**config.mk**
```make
export PLATFORM = sky130hd
export DESIGN_NAME = counter_sequencer
export DESIGN_NICKNAME = d
export VERILOG_FILES = /design/src/rtl/counter_seq_pkg.sv /design/src/rtl/counter_sequencer_rr_arbiter.sv /design/src/rtl/counter_sequencer.sv
export SDC_FILE = /design/constraint.sdc
export NUM_CORES = 1
export LEC_CHECK = 0
export BUFFER_PORTS_ARGS = -buffer_cell sky130_fd_sc_hd__buf_2
export CORE_MARGIN = 4
export CORE_UTILIZATION = 52
export CTS_CLUSTER_SIZE = 16
export DETAILED_ROUTE_END_ITERATION = 8
export PLACE_DENSITY_LB_ADDON = 0.08
export SLEW_MARGIN = 10
export SYNTH_ARGS = -nofsm -noshare
export SYNTH_HDL_FRONTEND = slang
export SYNTH_SLANG_ARGS = --single-unit
export TNS_END_PERCENT = 10
```
**constraint.sdc**
```tcl
create_clock -name clk -period 3.5 [get_ports clk]
set_input_delay 0.35 -clock clk [delete_from_list [all_inputs] [get_ports clk]]
set_output_delay 0.35 -clock clk [all_outputs]
set_load 0.005 [all_outputs]
```
**src/rtl/counter_seq_pkg.sv**
```systemverilog
// Shared types and defaults for the counter sequencer.
package counter_seq_pkg;

    localparam int unsigned DEFAULT_WIDTH = 8;
    localparam int unsigned DEFAULT_NREQ  = 2;

    typedef enum logic [1:0] {
        OP_LOAD      = 2'd0,
        OP_COUNTDOWN = 2'd1,
        OP_HALVE     = 2'd2,
        OP_LOAD_RUN  = 2'd3
    } op_e;

    typedef enum logic [2:0] {
        StIdle,
        StLoad,
        StDec,
        StHalve,
        StDone
    } state_e;

    // First sequence state entered after a command is granted.
    function automatic state_e first_state(input op_e op);
        unique case (op)
            OP_COUNTDOWN: return StDec;
            OP_HALVE:     return StHalve;
            default:      return StLoad;
        endcase
    endfunction

endpackage

```
**src/rtl/counter_sequencer_rr_arbiter.sv**
```systemverilog
// Round-robin arbiter: search starts at the pointer, pointer moves past the winner on accept.
module rr_arbiter #(
    parameter int unsigned NREQ = 2,
    localparam int unsigned IdxW = $clog2(NREQ)
) (
    input  logic            clk,
    input  logic            reset,
    input  logic [NREQ-1:0] req_i,
    input  logic            accept_i,
    output logic            valid_o,
    output logic [IdxW-1:0] idx_o,
    output logic [NREQ-1:0] gnt_o
);

    logic [IdxW-1:0] ptr_q, ptr_d;

    function automatic logic [IdxW-1:0] wrap_idx(input logic [IdxW-1:0] base,
                                                 input int unsigned off);
        int unsigned s;
        s = 32'(base) + off;
        if (s >= NREQ) s = s - NREQ;
        return s[IdxW-1:0];
    endfunction

    always_comb begin
        valid_o = 1'b0;
        idx_o   = '0;
        for (int unsigned i = 0; i < NREQ; i++) begin
            if (!valid_o && req_i[wrap_idx(ptr_q, i)]) begin
                valid_o = 1'b1;
                idx_o   = wrap_idx(ptr_q, i);
            end
        end
        gnt_o = valid_o ? (NREQ'(1) << idx_o) : '0;
        ptr_d = ptr_q;
        if (accept_i && valid_o) begin
            ptr_d = (32'(idx_o) == NREQ - 1) ? '0 : idx_o + 1'b1;
        end
    end

    always_ff @(posedge clk or negedge reset) begin
        if (!reset) begin
            ptr_q <= '0;
        end else begin
            ptr_q <= ptr_d;
        end
    end

endmodule

```
**src/rtl/counter_sequencer.sv**
```systemverilog
// Sequencer front-end for the load/decrement/halve counter datapath.
// Optional countdown watchdog enabled by defining COUNTER_SEQ_TIMEOUT_EN.
module counter_sequencer
    import counter_seq_pkg::*;
#(
    parameter int unsigned NREQ           = DEFAULT_NREQ,
    parameter int unsigned WIDTH          = DEFAULT_WIDTH,
    parameter int unsigned TIMEOUT_CYCLES = 255,
    localparam int unsigned IdW = $clog2(NREQ)
) (
    input  logic                  clk,
    input  logic                  reset,
    input  logic [NREQ-1:0]       req_valid,
    input  logic [2*NREQ-1:0]     req_op,
    input  logic [NREQ*WIDTH-1:0] req_data,
    output logic [NREQ-1:0]       req_ready,
    output logic                  done_valid,
    input  logic                  done_ready,
    output logic [IdW-1:0]        done_id,
    output logic [WIDTH-1:0]      done_count,
    output logic                  done_err,
    output logic [WIDTH-1:0]      cnt_in,
    output logic                  cnt_latch,
    output logic                  cnt_dec,
    output logic                  cnt_div,
    input  logic [WIDTH-1:0]      cnt_count
);

    state_e           state_q, state_d;
    op_e              op_q, op_d;
    logic [WIDTH-1:0] data_q, data_d;
    logic [WIDTH-1:0] rep_q, rep_d;
    logic [IdW-1:0]   id_q, id_d;

    logic             arb_valid;
    logic [IdW-1:0]   arb_idx;
    logic [NREQ-1:0]  arb_gnt;

`ifdef COUNTER_SEQ_TIMEOUT_EN
    localparam int unsigned WdW = $clog2(TIMEOUT_CYCLES + 1);
    logic [WdW-1:0] wdog_q, wdog_d;
    logic           err_q, err_d;
`endif

    rr_arbiter #(
        .NREQ (NREQ)
    ) u_arb (
        .clk      (clk),
        .reset    (reset),
        .req_i    (req_valid),
        .accept_i (state_q == StIdle),
        .valid_o  (arb_valid),
        .idx_o    (arb_idx),
        .gnt_o    (arb_gnt)
    );

    // Gated by reset so no grant is visible while reset is held.
    assign req_ready = ((state_q == StIdle) && reset) ? arb_gnt : '0;

    always_comb begin
        state_d    = state_q;
        op_d       = op_q;
        data_d     = data_q;
        rep_d      = rep_q;
        id_d       = id_q;
        cnt_in     = '0;
        cnt_latch  = 1'b0;
        cnt_dec    = 1'b0;
        cnt_div    = 1'b0;
        done_valid = 1'b0;
        done_id    = '0;
        done_count = '0;
`ifdef COUNTER_SEQ_TIMEOUT_EN
        wdog_d     = '0;
        err_d      = err_q;
`endif
        unique case (state_q)
            StIdle: begin
                if (arb_valid) begin
                    op_d    = op_e'(req_op[2*arb_idx +: 2]);
                    data_d  = req_data[WIDTH*arb_idx +: WIDTH];
                    rep_d   = req_data[WIDTH*arb_idx +: WIDTH];
                    id_d    = arb_idx;
                    state_d = first_state(op_e'(req_op[2*arb_idx +: 2]));
`ifdef COUNTER_SEQ_TIMEOUT_EN
                    err_d   = 1'b0;
`endif
                end
            end
            StLoad: begin
                cnt_latch = 1'b1;
                cnt_in    = data_q;
                state_d   = (op_q == OP_LOAD_RUN) ? StDec : StDone;
            end
            StDec: begin
                if (cnt_count == '0) begin
                    state_d = StDone;
                end else begin
                    cnt_dec = 1'b1;
                end
`ifdef COUNTER_SEQ_TIMEOUT_EN
                wdog_d = wdog_q + 1'b1;
                if (state_d == StDec && wdog_q == WdW'(TIMEOUT_CYCLES - 1)) begin
                    cnt_dec = 1'b0;
                    err_d   = 1'b1;
                    state_d = StDone;
                end
`endif
            end
            StHalve: begin
                if (rep_q != '0 && cnt_count != '0) begin
                    cnt_div = 1'b1;
                    rep_d   = rep_q - 1'b1;
                end else begin
                    state_d = StDone;
                end
            end
            StDone: begin
                done_valid = 1'b1;
                done_id    = id_q;
                done_count = cnt_count;
                if (done_ready) state_d = StIdle;
            end
            default: state_d = StIdle;
        endcase
    end

`ifdef COUNTER_SEQ_TIMEOUT_EN
    assign done_err = (state_q == StDone) ? err_q : 1'b0;
`else
    assign done_err = 1'b0;
`endif

    always_ff @(posedge clk or negedge reset) begin
        if (!reset) begin
            state_q <= StIdle;
            op_q    <= OP_LOAD;
            data_q  <= '0;
            rep_q   <= '0;
            id_q    <= '0;
`ifdef COUNTER_SEQ_TIMEOUT_EN
            wdog_q  <= '0;
            err_q   <= 1'b0;
`endif
        end else begin
            state_q <= state_d;
            op_q    <= op_d;
            data_q  <= data_d;
            rep_q   <= rep_d;
            id_q    <= id_d;
`ifdef COUNTER_SEQ_TIMEOUT_EN
            wdog_q  <= wdog_d;
            err_q   <= err_d;
`endif
        end
    end

endmodule

```
# After elaboration in Yosys (flattened, before gate mapping)
# Cells that the tools add are included.
word_totals:
  reg_bits: 23
  out_inout_bits: 24
  wordCells: 75
op_classes:
  add_sub_neg: 5
  magnitude_cmp: 4
  eq_ne: 12
  shifts: 3
  mux: 32
  reduce_logical: 13
op_table:
  columns: ["operator", "count"]
  rows:
  - ["$mux W8", 4]
  - ["$mux W1", 18]
  - ["$pmux W8 S2", 1]
  - ["$reduce_bool A8 Y1", 2]
  - ["$shiftx A16 B5 Y8", 1]
  - ["$mux W3", 5]
  - ["$pmux W3 S5", 1]
  - ["$ne A2 B2 Y1 const B", 5]
  - ["$logic_not A8 Y1", 1]
  - ["$sub A8 B1 Y8 const B", 1]
  - ["$eq A3 B2 Y1 const B", 2]
  - ["$eq A2 B2 Y1 const B", 2]
  - ["$logic_and A1 B1 Y1", 4]
  - ["$lt A1 B2 Y1 const B", 2]
  - ["$mux W2", 2]
  - ["$pmux W2 S2", 1]
  - ["$reduce_and A4 Y1", 1]
  - ["$shiftx A4 B3 Y2", 1]
  - ["$eq A3 B1 Y1 const B", 1]
  - ["$eq A3 B3 Y1 const B", 1]
  - ["$logic_not A3 Y1", 1]
  - ["$reduce_and A3 Y1", 1]
  - ["$add A1 B1 Y2 const B", 1]
  - ["$eq A2 B1 Y1 const B", 1]
  - ["other kinds (8)", 9]

# Depth between registers and ports, before layout
logic_depth:
  ltp_word: 13
  depth_mapped: 9
  ltp_nobuf: 8

# Cells and area by module
# From an unflattened synthesis, not the netlist that was laid out.
unflattened:
  hier_cells: 165
  hier_area_um2: 1465.2
modules_own_cells:
  columns: ["module", "instances", "cells_each", "area_each_um2"]
  rows:
  - ["counter_sequencer", 1, 157, 1396.3]
  - ["rr_arbiter", 1, 8, 68.8]

# Least setup slack after synthesis
# OpenSTA, ideal clock, no wires.
synth_path:
  path_type: "register to register"
  start: "register u_arb.ptr_q"
  end: "register state_q[1]"
  setup_time_ps: 128
  arrival_ps: 1989
  required_time_ps: 3372
  slack_ps: 1384
  path_stages_with_launch: 9
  n_path_buf: 1
  path_cell_list: "dfrtp_1 -> o21ai_1 -> buf_4 -> mux2_2 -> ha_1 -> nor2_1 -> a31oi_1 -> nor3_1 -> mux2_1"
synth_between:
  elab_chain_len: 13
  elab_cells_between_ends: 25
  classes_between: "add/sub: 3; order compare: 2; eq/ne: 3; shift: 1; mux: 13; reduce/logical: 3"
synth_rtl:
  columns: ["item", "line", "source"]
  rows:
  - ["from (decl)", "counter_sequencer_rr_arbiter.sv:15", "logic [IdxW-1:0] ptr_q, ptr_d;"]
  - ["from (signal assigned)", "counter_sequencer_rr_arbiter.sv:45", "ptr_q <= ptr_d;"]
  - ["$ge A1 B2 Y1 / $sub A1 B1 Y1 (equally long branches)", "counter_sequencer_rr_arbiter.sv:21", "if (s >= NREQ) s = s - NREQ;"]
  - ["$mux W1", "counter_sequencer_rr_arbiter.sv:21", null]
  - ["$mux W1 (implied by the code) (2 in series)", "counter_sequencer_rr_arbiter.sv:29", "if (!valid_o && req_i[wrap_idx(ptr_q, i)]) begin"]
  - ["$mux W1", "counter_sequencer_rr_arbiter.sv:29", null]
  - ["$logic_not A1 Y1", "counter_sequencer_rr_arbiter.sv:29", null]
  - ["$logic_and A1 B1 Y1", "counter_sequencer_rr_arbiter.sv:29", null]
  - ["$mux W1", "counter_sequencer_rr_arbiter.sv:29", null]
  - ["$shiftx A4 B3 Y2", "counter_sequencer.sv:84", "state_d = first_state(op_e'(req_op[2*arb_idx +: 2]));"]
  - ["$eq A2 B2 Y1 / $eq A2 B1 Y1 (equally long branches)", "counter_seq_pkg.sv:24", "unique case (op)"]
  - ["$pmux W2 S2", "counter_seq_pkg.sv:24", null]
  - ["$mux W3", "counter_sequencer.sv:79", "if (arb_valid) begin"]
  - ["$pmux W3 S5", "counter_sequencer.sv:77", "unique case (state_q)"]
  - ["to (signal assigned)", "counter_sequencer.sv:136", "state_q <= StIdle;"]
  - ["to (signal assigned)", "counter_sequencer.sv:146", "state_q <= state_d;"]
  - ["to (decl)", "counter_sequencer.sv:29", "state_e state_q, state_d;"]
# Several ways; a longest one is shown, not always the timed one. The select of a mux whose other input is x is not followed.
# A chain may end at the register's enable or synchronous reset.

# Worst setup path in the final report
layout_path:
  start: "register state_q[0]"
  end: "output port cnt_in[0]"
layout_between:
  elab_chain_len: 2
layout_rtl:
  columns: ["item", "line", "source"]
  rows:
  - ["$eq A3 B1 Y1", "counter_sequencer.sv:77", null]
  - ["$mux W8", "counter_sequencer.sv:77", null]
  - ["to (decl)", "counter_sequencer.sv:22", "output logic [WIDTH-1:0] cnt_in,"]
# Every way passes these cells.

==> run summary <==
Synth async-reset ratio: 100%
Tightest Pin Transition: 0.828 ns
Psw: 0.513 mW
WHS: 0.00826 ns
row count: 18
Synth Register Bits: 23
Final Cell Area: 0.00175 mm²
Routability Congestion: 0.865
CTS tree: yes
filler cell count: 225
final worst clock skew: 0.0102 ns
final setup margin: 1.24 ns
synth unique cells: 41
DR vias: 1392
Switching Share: 42.0%
antenna violations before repair: 0
DR vias/cell: 5.61
Hold Vio Cnt, Final: 0
P per Cell Area: 698 mW/mm²
Pwr Total: 1.22 mW
latest clock arrival within the worst-skew pair: 0.31 ns
syn_area_per_cell: 8.70 µm²
combinational share of power: 47.4%
leakage power: 0.877 nW
nets: 255
TritonRoute pass-1 iters: 4
Int Power: 0.707 mW
clock tree buffer depth: 2
sequential share of the synthesized area: 39.6%
Crit Path Max Fanout: 11
gr ovfl total: 0
I/O pin total: 57
clock power share: 10.0%
reg2reg start: state_q[1]$_DFFE_PN0P_
Yosys top cell area share: 39.6%
max-cap violation count: 0
syn_nets: 203
leading area contributor after synthesis: dfrtp_1
Die Width: 60.9 µm
predominant post-synthesis flop cell: dfrtp_1
largest net degree at the start of global routing: 26
Die Y: 60.9 µm
VDD IR max: 584 µV
post-CTS setup buffer count: 0
1st-iter DRT viols: 74
diode count: 0
fin util: 68.1%
CTS Root Cell: clkbuf_4
top post-synthesis cells by area: dfrtp_1 40%, and2_1 7.8%, nor2_1 5.2%
CTS Buf Count: 3
vias in the first global route: 1254
Area Growth Syn to Fin: 20.4%
first-pass GRT wire length: 5570 µm
Tcrit/Tclk final: 64.6%
sequential fraction of design power: 42.5%
Critical Path AT: 1.91 ns
most common cell after layout, fill and taps aside: buf_2
Post-Route WL: 3430 µm
status: finished clean
commonest non-fill, non-tap cells in the layout: 55 x buf_2, 23 x dfrtp_1, 20 x nor2_1, 18 x and2_1, 16 x nand2_1
I/O Buffers: 55
worst reg-to-reg path cell count: 5
antenna viol nets, final: 0
Die Area: 0.00370 mm²
Achievable Freq: 442 MHz
core area: 0.00257 mm²
synthesized area: 0.00145 mm²
worst min path class: in -> async
Routed WL per cell: 13.8 µm
Place WS: 1.40 ns
hold_buf cts: 0
# DRC: 0
Mapped Cells: 167
R2R Setup Slk: 1.38 ns
Placed Cells: 244
H-Tree Depth: 1
R2R Path End: rep_q[2]$_DFFE_PN0P_
Worst Setup Start Kind: register
Final Non-Filler Cells: 248
Global Route Usage Sum: 20.1%
RSZ-0062 raised after global routing: no
Warnings, synthesis: 0
Resize count post-CTS: 0
Slew Viols, Final: 0
CP Class: reg -> out
clock sinks: 23
Clk pin slew, worst setup/hold paths: 0.13 ns
Initial Utilization: 56.6%
Slew headroom: 44.7%
setup violators final: 0
Post-synth EDFFs: 0
setup TNS: 0 ns
crit end category: primary output
Worst EP required: 3.15 ns
layout cells sized above 1: 31.2%
fin crit period: 2.26 ns
dpl cell area: 0.00172 mm²
==> worst max-delay path: stages (launching register included) <==
cell and delay [ns]:
dfrtp_1 0.55, nor3b_1 0.72, and2_1 0.23, buf_2 0.11
==> power groups by stage <==
stage | Clock, mW | Combinational [mW] | Sequential [mW]
after CTS | 0.125 | 0.584 | 0.515
final | 0.122 | 0.579 | 0.519
after global placement | 0 | 0.567 | 0.513
after global routing | 0.142 | 0.669 | 0.539
after floorplan | 0 | 0.466 | 0.468
after detailed placement | 0 | 0.586 | 0.520
==> final cells by class <==
cell class                 instances  area (µm²)  share of cell area, %
tap                               30        37.5                   2.15
timing repair buffer              57         290                   16.6
inverter                           4        15.0                  0.858
multi-input combinational        130         805                   46.0
sequential                        23         576                   32.9
clock buffer                       4        26.3                   1.50
==> worst max-delay path by stage <==
stage,end,slack [ns],from
after floorplan,state_q[1]$_DFFE_PN0P_,1.38,u_arb.ptr_q$_DFFE_PN0P_
after CTS,done_count[5],1.21,state_q[1]$_DFFE_PN0P_
after global routing,done_count[5],0.96,state_q[1]$_DFFE_PN0P_
final,cnt_in[0],1.24,state_q[0]$_DFFE_PN0P_
after global placement,rep_q[5]$_DFFE_PN0P_,1.48,state_q[1]$_DFFE_PN0P_
after detailed placement,rep_q[2]$_DFFE_PN0P_,1.40,state_q[1]$_DFFE_PN0P_
==> logic make-up (layout without fill, tap and decap cells) <==
kind of cell | Yosys count | count (layout) | synth area share [%]
buffers and inverters | 14 | 65 | 5.00
adders and majority gates | 3 | 3 | 2.58
and+or+nand+nor | 75 | 75 | 27.4
DFF | 23 | 23 | 39.6
other | 1 | 1 | 0.258
muxes | 12 | 12 | 8.70
AOI/OAI and AO/OA | 39 | 39 | 16.5
==> registers in the layout (all words and copies together) (netlist names) <==
name and flops:
data_q 8, id_q 1, op_q 2, rep_q 8, state_q 3, u_arb.ptr_q 1
==> Yosys cell counts (2+ instances only) <==
cell and instances:
a31oi_1 2, nand3b_1 2, o21ai_1 2, inv_1 4
buf_4 2, nand2_1 16, clkbuf_1 3, mux2_2 4
and2_1 18, o21ai_0 12, o22ai_1 3, mux2i_1 7
a22o_1 3, buf_2 4, nor3_1 4, ha_1 3
dfrtp_1 23, a21oi_1 10, o21ai_2 2, nor2_1 20
nor3b_1 3
==> layer usage <==
metal  share of wire, %  track usage, %  vias to the layer above
met2                 44            33.0                       60
met1                 45            27.1                      641
met3                 10            4.26                        2
li1                   -               -                      689
met5                  0               0                        -
met4               0.29            4.95                        0
Note: power is estimated with default switching activity, not from simulation.
